### src/rtl/vga_timing_pkg.sv
// vga_timing_pkg: default 640x480@60 raster constants shared by the VGA timing
// blocks, derived totals and sync windows, and a width-fit helper used for
// elaboration-time range checks.
package vga_timing_pkg;

  localparam int H_VISIBLE = 640;
  localparam int H_FRONT   = 16;
  localparam int H_SYNC    = 96;
  localparam int H_BACK    = 48;
  localparam int H_TOTAL   = H_VISIBLE + H_FRONT + H_SYNC + H_BACK;  // 800

  localparam int V_VISIBLE = 480;
  localparam int V_FRONT   = 10;
  localparam int V_SYNC    = 2;
  localparam int V_BACK    = 33;
  localparam int V_TOTAL   = V_VISIBLE + V_FRONT + V_SYNC + V_BACK;  // 525

  // Sync windows are [START, END).
  localparam int H_SYNC_START = H_VISIBLE + H_FRONT;      // 656
  localparam int H_SYNC_END   = H_SYNC_START + H_SYNC;    // 752
  localparam int V_SYNC_START = V_VISIBLE + V_FRONT;      // 490
  localparam int V_SYNC_END   = V_SYNC_START + V_SYNC;    // 492

  localparam int CNT_W    = 10;
  localparam bit SYNC_POL = 1'b0;

  // True when a counter that wraps at total-1 can be held in w bits.
  function automatic logic fits(input int total, input int w);
    return (total <= (1 << w));
  endfunction

endpackage

### src/rtl/vga_axis_counter.sv
// vga_axis_counter: one raster axis. A wrap counter over VISIBLE+FRONT+SYNC+BACK
// positions plus sync/visible/blank decode.
//   clk, reset_n : clock, async active-low reset (count resets to TOTAL-1)
//   step         : advance one position this clk
//   cnt          : registered current position
//   wrap         : combinational, high when this step takes cnt TOTAL-1 -> 0
//   sync/visible/blank : combinational decode of the position cnt will hold
//                  after this clk, so a parent register stage lines up with cnt
module vga_axis_counter
  import vga_timing_pkg::*;
#(
  parameter int VISIBLE  = 640,
  parameter int FRONT    = 16,
  parameter int SYNC     = 96,
  parameter int BACK     = 48,
  parameter bit SYNC_POL = 1'b0,
  parameter int CNT_W    = 10
) (
  input  logic             clk,
  input  logic             reset_n,
  input  logic             step,
  output logic [CNT_W-1:0] cnt,
  output logic             wrap,
  output logic             sync,
  output logic             visible,
  output logic             blank
);

  localparam int               TOTAL      = VISIBLE + FRONT + SYNC + BACK;
  localparam logic [CNT_W-1:0] LAST       = CNT_W'(TOTAL - 1);
  localparam logic [31:0]      VIS_END    = 32'(VISIBLE);
  localparam logic [31:0]      SYNC_START = 32'(VISIBLE + FRONT);
  localparam logic [31:0]      SYNC_END   = 32'(VISIBLE + FRONT + SYNC);

  if (!fits(TOTAL, CNT_W)) begin : g_bad_width
    $error("vga_axis_counter: TOTAL=%0d does not fit in CNT_W=%0d", TOTAL, CNT_W);
  end

  logic [CNT_W-1:0] nxt;
  logic [31:0]      nxt_w;   // widened so window ends equal to 2**CNT_W compare correctly

  assign wrap = step && (cnt == LAST);

  always_comb begin
    nxt = cnt;
    if (wrap)      nxt = '0;
    else if (step) nxt = cnt + CNT_W'(1);
  end

  always_ff @(posedge clk or negedge reset_n) begin
    if (!reset_n) cnt <= LAST;
    else          cnt <= nxt;
  end

  assign nxt_w   = 32'(nxt);
  assign visible = (nxt_w < VIS_END);
  assign blank   = ~visible;
  assign sync    = (nxt_w >= SYNC_START && nxt_w < SYNC_END) ? SYNC_POL : ~SYNC_POL;

endmodule

### src/rtl/vga_sync_gen.sv
// vga_sync_gen: VGA raster timing generator. Horizontal counter steps on pix_en,
// vertical counter steps on the horizontal wrap. All outputs are registered and
// describe the counters of the same cycle (no skew between px_x/px_y and decode).
//   clk, reset_n : clock, async active-low reset
//   pix_en       : pixel tick
//   hsync, vsync : sync pulses, level SYNC_POL while active
//   video_on     : inside the visible area
//   vblank       : px_y >= V_VISIBLE (level reference for frame-start detect)
//   line_end     : one clk high when px_x first shows 0 after an h wrap
//   px_x, px_y   : raw counts, not clamped; gate with video_on
module vga_sync_gen
  import vga_timing_pkg::*;
#(
  parameter int H_VISIBLE = vga_timing_pkg::H_VISIBLE,
  parameter int H_FRONT   = vga_timing_pkg::H_FRONT,
  parameter int H_SYNC    = vga_timing_pkg::H_SYNC,
  parameter int H_BACK    = vga_timing_pkg::H_BACK,
  parameter int V_VISIBLE = vga_timing_pkg::V_VISIBLE,
  parameter int V_FRONT   = vga_timing_pkg::V_FRONT,
  parameter int V_SYNC    = vga_timing_pkg::V_SYNC,
  parameter int V_BACK    = vga_timing_pkg::V_BACK,
  parameter bit SYNC_POL  = vga_timing_pkg::SYNC_POL,
  parameter int CNT_W     = vga_timing_pkg::CNT_W
) (
  input  logic             clk,
  input  logic             reset_n,
  input  logic             pix_en,
  output logic             hsync,
  output logic             vsync,
  output logic             video_on,
  output logic             vblank,
  output logic             line_end,
  output logic [CNT_W-1:0] px_x,
  output logic [CNT_W-1:0] px_y
);

  logic h_wrap, h_sync, h_vis, h_blank;
  logic v_wrap, v_sync, v_vis, v_blank;

  vga_axis_counter #(
    .VISIBLE (H_VISIBLE), .FRONT (H_FRONT), .SYNC (H_SYNC), .BACK (H_BACK),
    .SYNC_POL(SYNC_POL),  .CNT_W (CNT_W)
  ) u_h (
    .clk    (clk),
    .reset_n(reset_n),
    .step   (pix_en),
    .cnt    (px_x),
    .wrap   (h_wrap),
    .sync   (h_sync),
    .visible(h_vis),
    .blank  (h_blank)
  );

  // h_wrap already includes pix_en, so the vertical axis only moves on a real tick.
  vga_axis_counter #(
    .VISIBLE (V_VISIBLE), .FRONT (V_FRONT), .SYNC (V_SYNC), .BACK (V_BACK),
    .SYNC_POL(SYNC_POL),  .CNT_W (CNT_W)
  ) u_v (
    .clk    (clk),
    .reset_n(reset_n),
    .step   (h_wrap),
    .cnt    (px_y),
    .wrap   (v_wrap),
    .sync   (v_sync),
    .visible(v_vis),
    .blank  (v_blank)
  );

  // Axis decode is taken from next-count values, so registering it here lands
  // in the same cycle as the counters themselves.
  always_ff @(posedge clk or negedge reset_n) begin
    if (!reset_n) begin
      hsync    <= ~SYNC_POL;
      vsync    <= ~SYNC_POL;
      video_on <= 1'b0;
      vblank   <= 1'b1;
      line_end <= 1'b0;
    end else begin
      hsync    <= h_sync;
      vsync    <= v_sync;
      video_on <= h_vis & v_vis;
      vblank   <= v_blank;
      line_end <= h_wrap;
    end
  end

  wire unused_axis = &{1'b0, v_wrap, h_blank};

endmodule

### config.mk
export PLATFORM = sky130hd
export DESIGN_NAME = vga_sync_gen
export DESIGN_NICKNAME = d
export VERILOG_FILES = /design/src/rtl/vga_timing_pkg.sv /design/src/rtl/vga_axis_counter.sv /design/src/rtl/vga_sync_gen.sv
export SDC_FILE = /design/constraint.sdc
export NUM_CORES = 1
export LEC_CHECK = 0
export CAP_MARGIN = 25
export CORE_MARGIN = 4
export CORE_UTILIZATION = 40
export CTS_CLUSTER_SIZE = 20
export DETAILED_ROUTE_END_ITERATION = 16
export HOLD_SLACK_MARGIN = 0.02
export SETUP_SLACK_MARGIN = 0.1
export SLEW_MARGIN = 0
export SYNTH_ARGS = -nofsm -noshare
export SYNTH_HDL_FRONTEND = slang
export SYNTH_SLANG_ARGS = --single-unit
### constraint.sdc
create_clock -name clk -period 2.9 [get_ports clk]
set_input_delay 0.58 -clock clk [delete_from_list [all_inputs] [get_ports clk]]
set_output_delay 0.58 -clock clk [all_outputs]
set_load 0.01 [all_outputs]
## Yosys cells after proc, flatten, opt, wreduce, memory -nomap -nowiden

Cells that the tools add are included.

| word-level totals | value |
|---|---|
| flip-flop bits (word level) | 25 |
| bits of input ports | 3 |
| output and inout bits | 25 |
| logic and storage cells | 29 |

| operators by class | value |
|---|---|
| $add $sub $neg | 2 |
| order comparisons | 6 |
| equal/unequal tests | 2 |
| multiplexer cells | 6 |
| bitwise gates (word level) | 2 |
| reduce and logical (&&, ||, !) cells | 4 |

Operators by type and width:

| kind | count |
|---|---|
| 2-to-1 mux 10 bit | 4 |
| adder 10 x 1 -> 10 bit (second input constant) | 2 |
| == test 10 bit (second input constant) | 2 |
| < comparator 10 bit (second input constant) | 2 |
| < comparator 10 x 9 -> 1 bit (second input constant) | 2 |
| >= comparator 10 bit (second input constant) | 1 |
| >= comparator 10 x 9 -> 1 bit (second input constant) | 1 |
| logical AND 1 bit | 4 |
| 2-to-1 mux 1 bit | 2 |
| AND 1 bit | 1 |
| inverter 1 bit | 1 |

## Longest topological paths before layout

Gate-level depths: netlist of the first run.

| depth | value |
|---|---|
| depth in word-level cells | 7 |
| mapped depth | 9 |
| depth with buffers taken out | 7 |

## By module

Synthesis of the first run repeated with hierarchy kept, for this count alone.

| unflattened totals | value |
|---|---|
| cell total of the unflattened synthesis | 132 |
| area total of the unflattened synthesis | 1,413.9 um^2 |

By module, submodules not included:

| module | instances | cells an instance | area each (um^2) | seq. area each (um^2) |
|---|---|---|---|---|
| vga_axis_counter at u_h | 1 | 63 | 649.4 | 259.0 |
| vga_axis_counter at u_v | 1 | 63 | 629.4 | 254.0 |
| vga_sync_gen | 1 | 6 | 135.1 | 128.9 |

## Worst setup path after synthesis of the first run

No wires, ideal clock.

| timing path | value |
|---|---|
| kind | register to register |
| from | register u_h.cnt[0] |
| to | register video_on |
| library setup time | 133 ps |
| data arrival time | 1,984 ps |
| data required time | 2,767 ps |
| setup slack | 783 ps |
| cell stages (with the launch flop) | 8 |
| path buffers | 1 |
| period minus slack after synthesis | 2,117 ps |
| cells stage by stage | dfstp_2 -> ha_1 -> and3_1 -> buf_4 -> nand4_4 -> or4_1 -> a22oi_2 -> a211oi_1 |

| on the way | value |
|---|---|
| longest elaborated chain between the ends | 6 |
| elaborated cells between the ends (all ways) | 11 |
| those cells by class | 1 x add/sub; 2 x order compare; 1 x eq/ne; 4 x mux; 1 x bitwise; 2 x reduce/logical |

RTL lines:

| what | line | source |
|---|---|---|
| from (decl) | vga_axis_counter.sv:22 | `output logic [CNT_W-1:0] cnt,` |
| from (signal assigned) | vga_axis_counter.sv:52 | `else cnt <= nxt;` |
| branches (longest 5 deep; another with adder 10 x 1 -> 10 bit) | - |  |
| AND 1 bit (*) | vga_sync_gen.sv:81 | `video_on <= h_vis & v_vis;` |
| to (signal assigned) | vga_sync_gen.sv:81 |  |
| to (decl) | vga_sync_gen.sv:30 | `output logic video_on,` |

Every way passes the cells marked *.

## Worst setup path in the final report of the first run

Ends and elaborated chain as after synthesis.

==> flow_metrics.py, run 1 <==
metrics = {
    "cts": {
        "cts_tree": "yes",
        "cts_buffers": 3,
        "cts_buffer_depth": 2,
        "clock_tree.root_cell": "clkbuf_4",
        "cts_sinks": 25,
        "htreeDepth": 1,
        "clkLatencyLatePin_ns": 0.32,
        "cts_setup_buffers": 0,
        "post_cts_resized": 0,
        "postCtsHoldBufs": 0,
        "clkSlewWorstSetupHoldPaths_ns": 0.14,
    },
    "power": {
        "ir_drop_mv": 0.359,
        "pwr-share-comb": 0.419,
        "switching_share": 0.377,
        "p_seq_frac": 0.455,
        "p_sw_mw": 0.475,
        "powerDensity_mw_per_mm2": 737,
        "clkPwrFrac": 0.126,
        "power_leakage_nw": 0.715,
        "p_int_mw": 0.787,
    },
    "synth": {
        "ys_async_sr_fraction": 1.00,
        "synthFlopType": "dfstp_2",
        "seq_area_frac_synth": 0.475,
        "ys_types": 38,
        "syn-cell-area_mm2": 0.00135,
        "synth_area_leaders": "dfstp_2 25%, dfrtp_1 22%, nand2_1 4.4%",
        "yosys-top-cells-count": "16 x nand2_1, 13 x dfstp_2, 13 x inv_1, 12 x dfrtp_1",
        "ys_ff_latch": 25,
        "syn_nets": 144,
        "synth.most_common_cell": "nand2_1",
        "synth-warning-count": 0,
        "synth_edf_count": 0,
        "synth_top_area_frac": 0.253,
        "synth_top_area_cell": "dfstp_2",
        "syn_avg_cell_area_um2": 9.79,
        "synthCells": 138,
    },
    "global_route": {
        "antenna_found_initial": 0,
        "grt_max_degree": 26,
        "grt-ovfl-total": 0,
        "grt.total_usage": 0.163,
        "first_global_vias": 1167,
        "grt_pass1_wl_um": 5510,
    },
    "drt": {
        "avgViaCountPerCell": 5.30,
        "vias": 1129,
        "wirelength_um": 3050,
        "routedWlPerCell_um": 14.3,
        "ant_nets": 0,
        "drtIter0Drc": 84,
        "drt_pass1_iterations": 4,
        "drc": 0,
    },
    "final_layout": {
        "final_nets": 176,
        "drive_gt1_frac": 0.154,
        "multi_input_area_um2": 633,
        "seqCellArea_um2": 642,
        "final_util": 0.543,
        "insertedDiodeCount": 0,
        "nFillCells": 311,
        "area.growth.synth_to_final_pct": 26.8,
    },
    "timing": {
        "drv_slew": 0,
        "rsz0062_at_grt": "no",
        "finClkSkew_ns": 0.00220,
        "setup_violations": 0,
        "tightest_slew_ns": 0.577,
        "hold_viol": 0,
        "tns_ns": 0,
        "fin_crit_sh": 0.813,
        "max_clock_freq_ghz": 0.424,
        "relSlewSlack": 0.612,
        "min_period_ns": 2.36,
    },
    "critical_path": {
        "path_class": "reg2reg",
        "r2r-end": "video_on",
        "ff2ff_setup_slack_ns": 0.54,
        "crit_arrival_ns": 2.57,
        "setup.worst_path.end_class": "register",
        "critical_path.endpoint": "video_on",
        "crit_path_start_kind": "register",
        "cp_max_fo": 10,
        "r2r-start": "u_h.cnt[0]",
        "cp.required_ns": 3.11,
        "critPathLaunch": "u_h.cnt[0]",
        "r2r_cells": 6,
    },
    "floorplan": {
        "core_area_mm2": 0.00315,
        "die-area_mm2": 0.00437,
        "fp.dieW_um": 66.1,
        "die-height_um": 66.1,
        "start_util": 0.429,
        "ioPinCount": 28,
        "rows": 20,
    },
    "status": {
        "status": "completed",
    },
    "placement": {
        "port-buffer-count": 27,
        "dp_hpwl_um": 2270,
        "place_congestion": 0.834,
    },
    "worst_hold_path": {
        "min_path_type": "reg2reg",
    },
    "job": {
        "drv_cap": 0,
    },
}
kinds of logic (layout without fill, tap and decap cells):
group | count (synthesis) | count (layout) | share of synthesized area
xor+xnor | 7 | 7 | 0.0454
fa+ha+maj | 3 | 3 | 0.0278
compound gates | 25 | 25 | 0.132
buf+inv | 18 | 49 | 0.0565
mux | 2 | 2 | 0.0157
flops | 25 | 25 | 0.475
simple gates | 58 | 58 | 0.247
through the flow:
step	instance area, um2	total power, mW	instances	hold slack, ns	setup slack [ns]
after floorplan	1350	0.857	138	0.284	0.783
after global placement	1690	1.10	209	0.493	0.293
after detailed placement	1690	1.12	209	0.496	0.238
after CTS	1710	1.28	213	0.516	0.548
after global routing	1710	1.36	213	0.529	0.394
final	1710	1.26	213	0.512	0.543
critical path: stages, from the launching register on:
cell	delay, ns
dfstp_2	0.59
ha_1	0.17
and3_1	0.33
nand4_4	0.20
or4_1	0.58
a22oi_2	0.28
a211oi_1	0.11
cells in the final DEF, fill, tap and decap left out, types with 4 or more instances in the layout:
master,Yosys,routed
dfrtp_1,12,12
xor2_1,4,4
nor2_1,6,6
o21ai_0,5,5
nand2_1,16,16
nand3_1,6,6
o31ai_1,6,6
buf_4,1,5
or4_1,6,6
and2_1,4,4
inv_1,13,13
dfstp_2,13,13
clkdlybuf4s50_1,0,27
nand4_1,6,6
final cells by class:
class / instances / area share
timing repair buffer: 32 / 0.180
inverter: 13 / 0.0285
tap: 44 / 0.0321
clock buffer: 4 / 0.0153
multi-input combinational: 95 / 0.370
sequential: 25 / 0.375
how the worst min path moves through the flow:
stage,start,endpoint,cells past startpoint
global route,u_h.cnt[2],u_h.cnt[2],1
global placement,u_h.cnt[2],u_h.cnt[2],1
detailed placement,u_h.cnt[2],u_h.cnt[2],1
floorplan,reset_n,line_end,0
CTS,u_h.cnt[2],u_h.cnt[2],1
finish,u_h.cnt[2],u_h.cnt[2],1
registers in the layout, summed over array words and instances, names as in the netlist:
signal    flops
vblank        1
line_end      1
vsync         1
u_v.cnt      10
video_on      1
hsync         1
u_h.cnt      10
power by group through the flow:
stage / Sequential (mW) / Combinational (mW) / Clock, mW
finish: 0.574 / 0.528 / 0.159
global route: 0.597 / 0.581 / 0.185
CTS: 0.577 / 0.535 / 0.166
detailed placement: 0.583 / 0.532 / 0
global placement: 0.579 / 0.524 / 0
floorplan: 0.597 / 0.259 / 0
metal layers:
metal,vias up,GRT usage,wire (um)
met2,32,0.274,1510
met3,2,0.0425,200
met5,-,0,0
li1,556,-,-
met1,539,0.208,1310
met4,0,0.0406,21
(Power assumes the default switching activity.)
==> run 2, diff against run 1 <==
- clock period: 2.9 -> 2.2 ns (I/O delays scaled with it)
==> run 2 against run 1 <==
First-iteration DRC count down 56%. Register-to-register slack worse by 0.35 ns. Clock power up 25%. Hold slack worse by 0.034 ns. Critical path type is now in2reg. Clock-buffer cell count unchanged. Design area up 13%. Combinational power up 55%. Sequential power up 31%. Via count up 9.6%. Flip-flop and latch count unchanged. Core utilization up 7.0 points. Cell count up 8.9%.
==> flow_metrics.py, run 2 (synthesis results as in run 1) <==
metrics = {
    "status": {
        "status": "completed",
    },
    "timing": {
        "max_clock_freq_ghz": 0.493,
        "fin_crit_sh": 0.921,
        "drv_slew": 0,
        "min_period_ns": 2.03,
        "finClkSkew_ns": 0.00414,
        "tightest_slew_ns": 0.355,
        "setup_violations": 0,
        "relSlewSlack": 0.757,
        "rsz0062_at_grt": "yes",
        "tns_ns": 0,
        "hold_viol": 0,
    },
    "critical_path": {
        "cp_max_fo": 3,
        "crit_arrival_ns": 2.23,
        "cp.required_ns": 2.40,
        "path_class": "in2reg",
        "setup.worst_path.end_class": "register",
        "crit_path_start_kind": "input port",
    },
    "floorplan": {
        "start_util": 0.429,
        "ioPinCount": 28,
        "fp.dieW_um": 66.1,
        "die-area_mm2": 0.00437,
        "core_area_mm2": 0.00315,
        "rows": 20,
        "die-height_um": 66.1,
    },
    "final_layout": {
        "final_cell_mix": "27 x clkdlybuf4s50_1, 23 x buf_4, 16 x nand2_1, 13 x dfstp_2",
        "area.growth.synth_to_final_pct": 43.1,
        "final_util": 0.613,
        "drive_gt1_frac": 0.303,
        "insertedDiodeCount": 0,
        "multi_input_area_um2": 706,
        "reg_top3": "u_h.cnt: 10 flops, u_v.cnt: 10 flops",
        "seqCellArea_um2": 642,
        "nFillCells": 269,
        "final_common_cell": "clkdlybuf4s50_1",
        "final_nets": 195,
    },
    "drt": {
        "wirelength_um": 3250,
        "vias": 1237,
        "routedWlPerCell_um": 14.0,
        "avgViaCountPerCell": 5.33,
        "drtIter0Drc": 37,
        "drt_pass1_iterations": 6,
        "ant_nets": 0,
        "drc": 0,
    },
    "cts": {
        "cts_tree": "yes",
        "clkLatencyLatePin_ns": 0.31,
        "cts_buffers": 3,
        "cts_buffer_depth": 2,
        "htreeDepth": 1,
        "clock_tree.root_cell": "clkbuf_4",
        "clkSlewWorstSetupHoldPaths_ns": 0.13,
        "cts_sinks": 25,
    },
    "job": {
        "drv_cap": 0,
    },
    "placement": {
        "place_congestion": 0.865,
        "dp_hpwl_um": 2360,
        "port-buffer-count": 27,
    },
    "worst_hold_path": {
        "min_path_type": "in2async",
    },
    "global_route": {
        "grt_pass1_wl_um": 5350,
        "grt.total_usage": 0.158,
        "first_global_vias": 1243,
        "grt_max_degree": 26,
        "grt-ovfl-total": 0,
        "antenna_found_initial": 0,
    },
    "power": {
        "powerDensity_mw_per_mm2": 913,
        "power_leakage_nw": 0.818,
        "ir_drop_mv": 0.475,
    },
}
## run 2: cell type report
type | instances | share of cell area
sequential | 25 | 0.332
clock buffer | 4 | 0.0136
tap | 44 | 0.0285
inverter | 13 | 0.0265
multi-input combinational | 95 | 0.365
timing repair buffer | 51 | 0.235
## run 2: power breakdown
part,total (mW),leakage (nW),internal [mW],switching [mW]
logic,0.817,0.506,0.419,0.398
registers,0.751,0.297,0.620,0.131
clock network,0.198,0.0150,0.0708,0.127
## run 2: metrics by stage
| stage | instance area, um2 | hold slack (ns) | total power [mW] | std cells | worst slack, ns |
|---|---|---|---|---|---|
| 2_1_floorplan | 1350 | 0.144 | 1.13 | 138 | 0.109 |
| 3_3_place_gp | 1790 | 0.496 | 1.48 | 223 | -0.201 |
| 3_5_place_dp | 1790 | 0.498 | 1.50 | 223 | -0.216 |
| 4_1_cts | 1840 | 0.477 | 1.73 | 228 | 0.101 |
| 5_1_grt | 1930 | 0.502 | 1.91 | 232 | 0.0935 |
| 6_report | 1930 | 0.478 | 1.77 | 232 | 0.173 |
## run 2: timing repair
item	in CTS	in global routing
hold buffers	0	0
pin swaps	2	11
buffers inserted	1	4
endpoints found under the setup margin	4	4
gates resized for setup	4	15
## run 2: layer usage
metal	part of all wire	up-vias	track usage	wire length [um]
li1	-	603	-	-
met1	0.43	605	0.185	1400
met2	0.53	25	0.273	1710
met3	0.033	4	0.0272	108
met4	0.010	0	0.0812	34
met5	0	-	0	0
## run 2: worst paths after layout
| kind | depth (start not counted) | to | startpoint | slack, ns |
|---|---|---|---|---|
| max | 7 | video_on | pix_en | 0.17 |
| min reg2reg | 1 | u_h.cnt[2] | u_h.cnt[2] | 0.52 |
| max in group asynchronous | 2 | u_v.cnt[3] | reset_n | 1.43 |
| min in group clk | 1 | u_h.cnt[2] | u_h.cnt[2] | 0.52 |
| min | 2 | u_h.cnt[7] | reset_n | 0.48 |
| max reg2reg | 6 | video_on | u_h.cnt[1] | 0.19 |
## run 2: worst max-delay path, stage by stage
cell and delay, ns:
clkdlybuf4s50_1 0.51, buf_4 0.13, nand4_1 0.10, or4_1 0.49
mux2_2 0.32, a21oi_1 0.17, a211oi_1 0.07
==> RTL change (flow settings as in run 2) <==
Add an input register stage for `pix_en`, with the module's reset; this delays it by one clock.
--- a/src/rtl/vga_sync_gen.sv
+++ b/src/rtl/vga_sync_gen.sv
@@ -34,6 +34,16 @@
   output logic [CNT_W-1:0] px_y
 );
 
+  logic pix_en_q;
+
+  always_ff @(posedge clk or negedge reset_n) begin
+    if (!reset_n) begin
+      pix_en_q <= '0;
+    end else begin
+      pix_en_q <= pix_en;
+    end
+  end
+
   logic h_wrap, h_sync, h_vis, h_blank;
   logic v_wrap, v_sync, v_vis, v_blank;
 
@@ -43,7 +53,7 @@
   ) u_h (
     .clk    (clk),
     .reset_n(reset_n),
-    .step   (pix_en),
+    .step   (pix_en_q),
     .cnt    (px_x),
     .wrap   (h_wrap),
     .sync   (h_sync),
Behaviour: not the same (a bounded check fails within 4 cycles, from zero or initial values and one cycle with reset_n low).
==> RTL change against run 2 <==
- sequential cell count rose by 1
- area after synthesis increased by 1.9%
- routed wire length is 1.8% higher
- final area is 4.3% lower
- synthesized cell count increased by 0.72%
- setup slack got worse by 16 ps
Power is not compared: it rests on default switching activity, and its combinational part moved more than twofold at a synthesized area within 25%.
==> RTL change: results (changes against run 2) <==
[route]
first_pass_iters=4  ; -2
met3_length_um=123  ; +14%
via_per_inst=5.378  ; +0.87%
wl_per_cell_um=14.91  ; +6.4%
route.met2.wl_um=1621  ; -5.2%
drt_iter0_drc=39  ; +5.4%

[sta]
worstMarginPinSlew_ps=368.1  ; +12.57 ps

[synthesis]
synthTopCellsByCount=16 x nand2_1, 13 x dfrtp_1, 13 x dfstp_2, 13 x inv_1
synthesis.nets=145  ; +0.69%
synthAdderAreaFrac_pct=2.727  ; -0.051 points
yosysSeqAreaShare_pct=48.45  ; +0.95 points
synth_compound_area_share_pct=13.00  ; -0.24 points
ys_top_cells_by_area=dfstp_2 25%, dfrtp_1 24%, nand2_1 4.4%

[global_route]
grt_first_pass_wirelength_um=5692  ; +6.3%
use_met2_pct=27.35  ; +0.090 points
grt_max_degree=27  ; +3.8%
groute.usage.overall_pct=16.65  ; +0.89 points
use_met1_pct=21.37  ; +2.9 points
use_met3_pct=3.710  ; +0.99 points

[placement]
place_congestion=0.8770  ; +1.3%
dp_hpwl_um=2400  ; +1.6%

[worst_setup_path]
worstSetupPathType=reg -> reg
crit_slowest_cell=dfstp_2
worstPathArrival_ps=2250  ; +20 ps
crit_start=u_h.cnt[0]
slowest_delay_ps=600  ; +90 ps
worst-r2r-setup-slack_ps=160  ; -30 ps
crit_path_max_fanout=8  ; +5

[cts]
post_cts_resized=7  ; +3
post-cts-setup-buffer-count=0  ; -1

[final_layout]
final_net_count=183  ; -6.2%
fillers=306  ; +14%
drive_above_1_share_pct=23.86  ; -6.5 points

[status]
status=finished, final reports clean

[RTL change: cell count changes in the layout (fill, tap and decap cells not counted), sizes merged]
cell / before / now
dfrtp: 12 / 13
buf: 24 / 11
[RTL change: final cells by class]
type	instances	area, um2	area share, %
well taps	46	57.56	3.110
repair buffers	38	352.8	19.07
multi-input cells	95	688.2	37.19
inverters	13	48.80	2.637
flip-flops and latches	26	666.9	36.04
clock buffers	4	36.28	1.961
[RTL change: per-stage QoR]
step           setup slack [ps]  instance area, um2  std cells  utilization [%]  hold slack, ps
2_1_floorplan             109.2                1376        139                -           144.4
3_3_place_gp              115.5                1744        216            52.27           497.8
3_5_place_dp              46.90                1744        216            52.27           499.1
4_1_cts                   105.1                1812        220            54.29           470.2
5_1_grt                   56.14                1851        222            55.46           463.5
6_report                  156.6                1851        222            55.46           466.6
[RTL change: power by group]
group | switching, uW | internal (uW) | total (uW)
clock network | 134 | 101 | 234
logic | 172 | 208 | 380
registers | 90.5 | 577 | 667
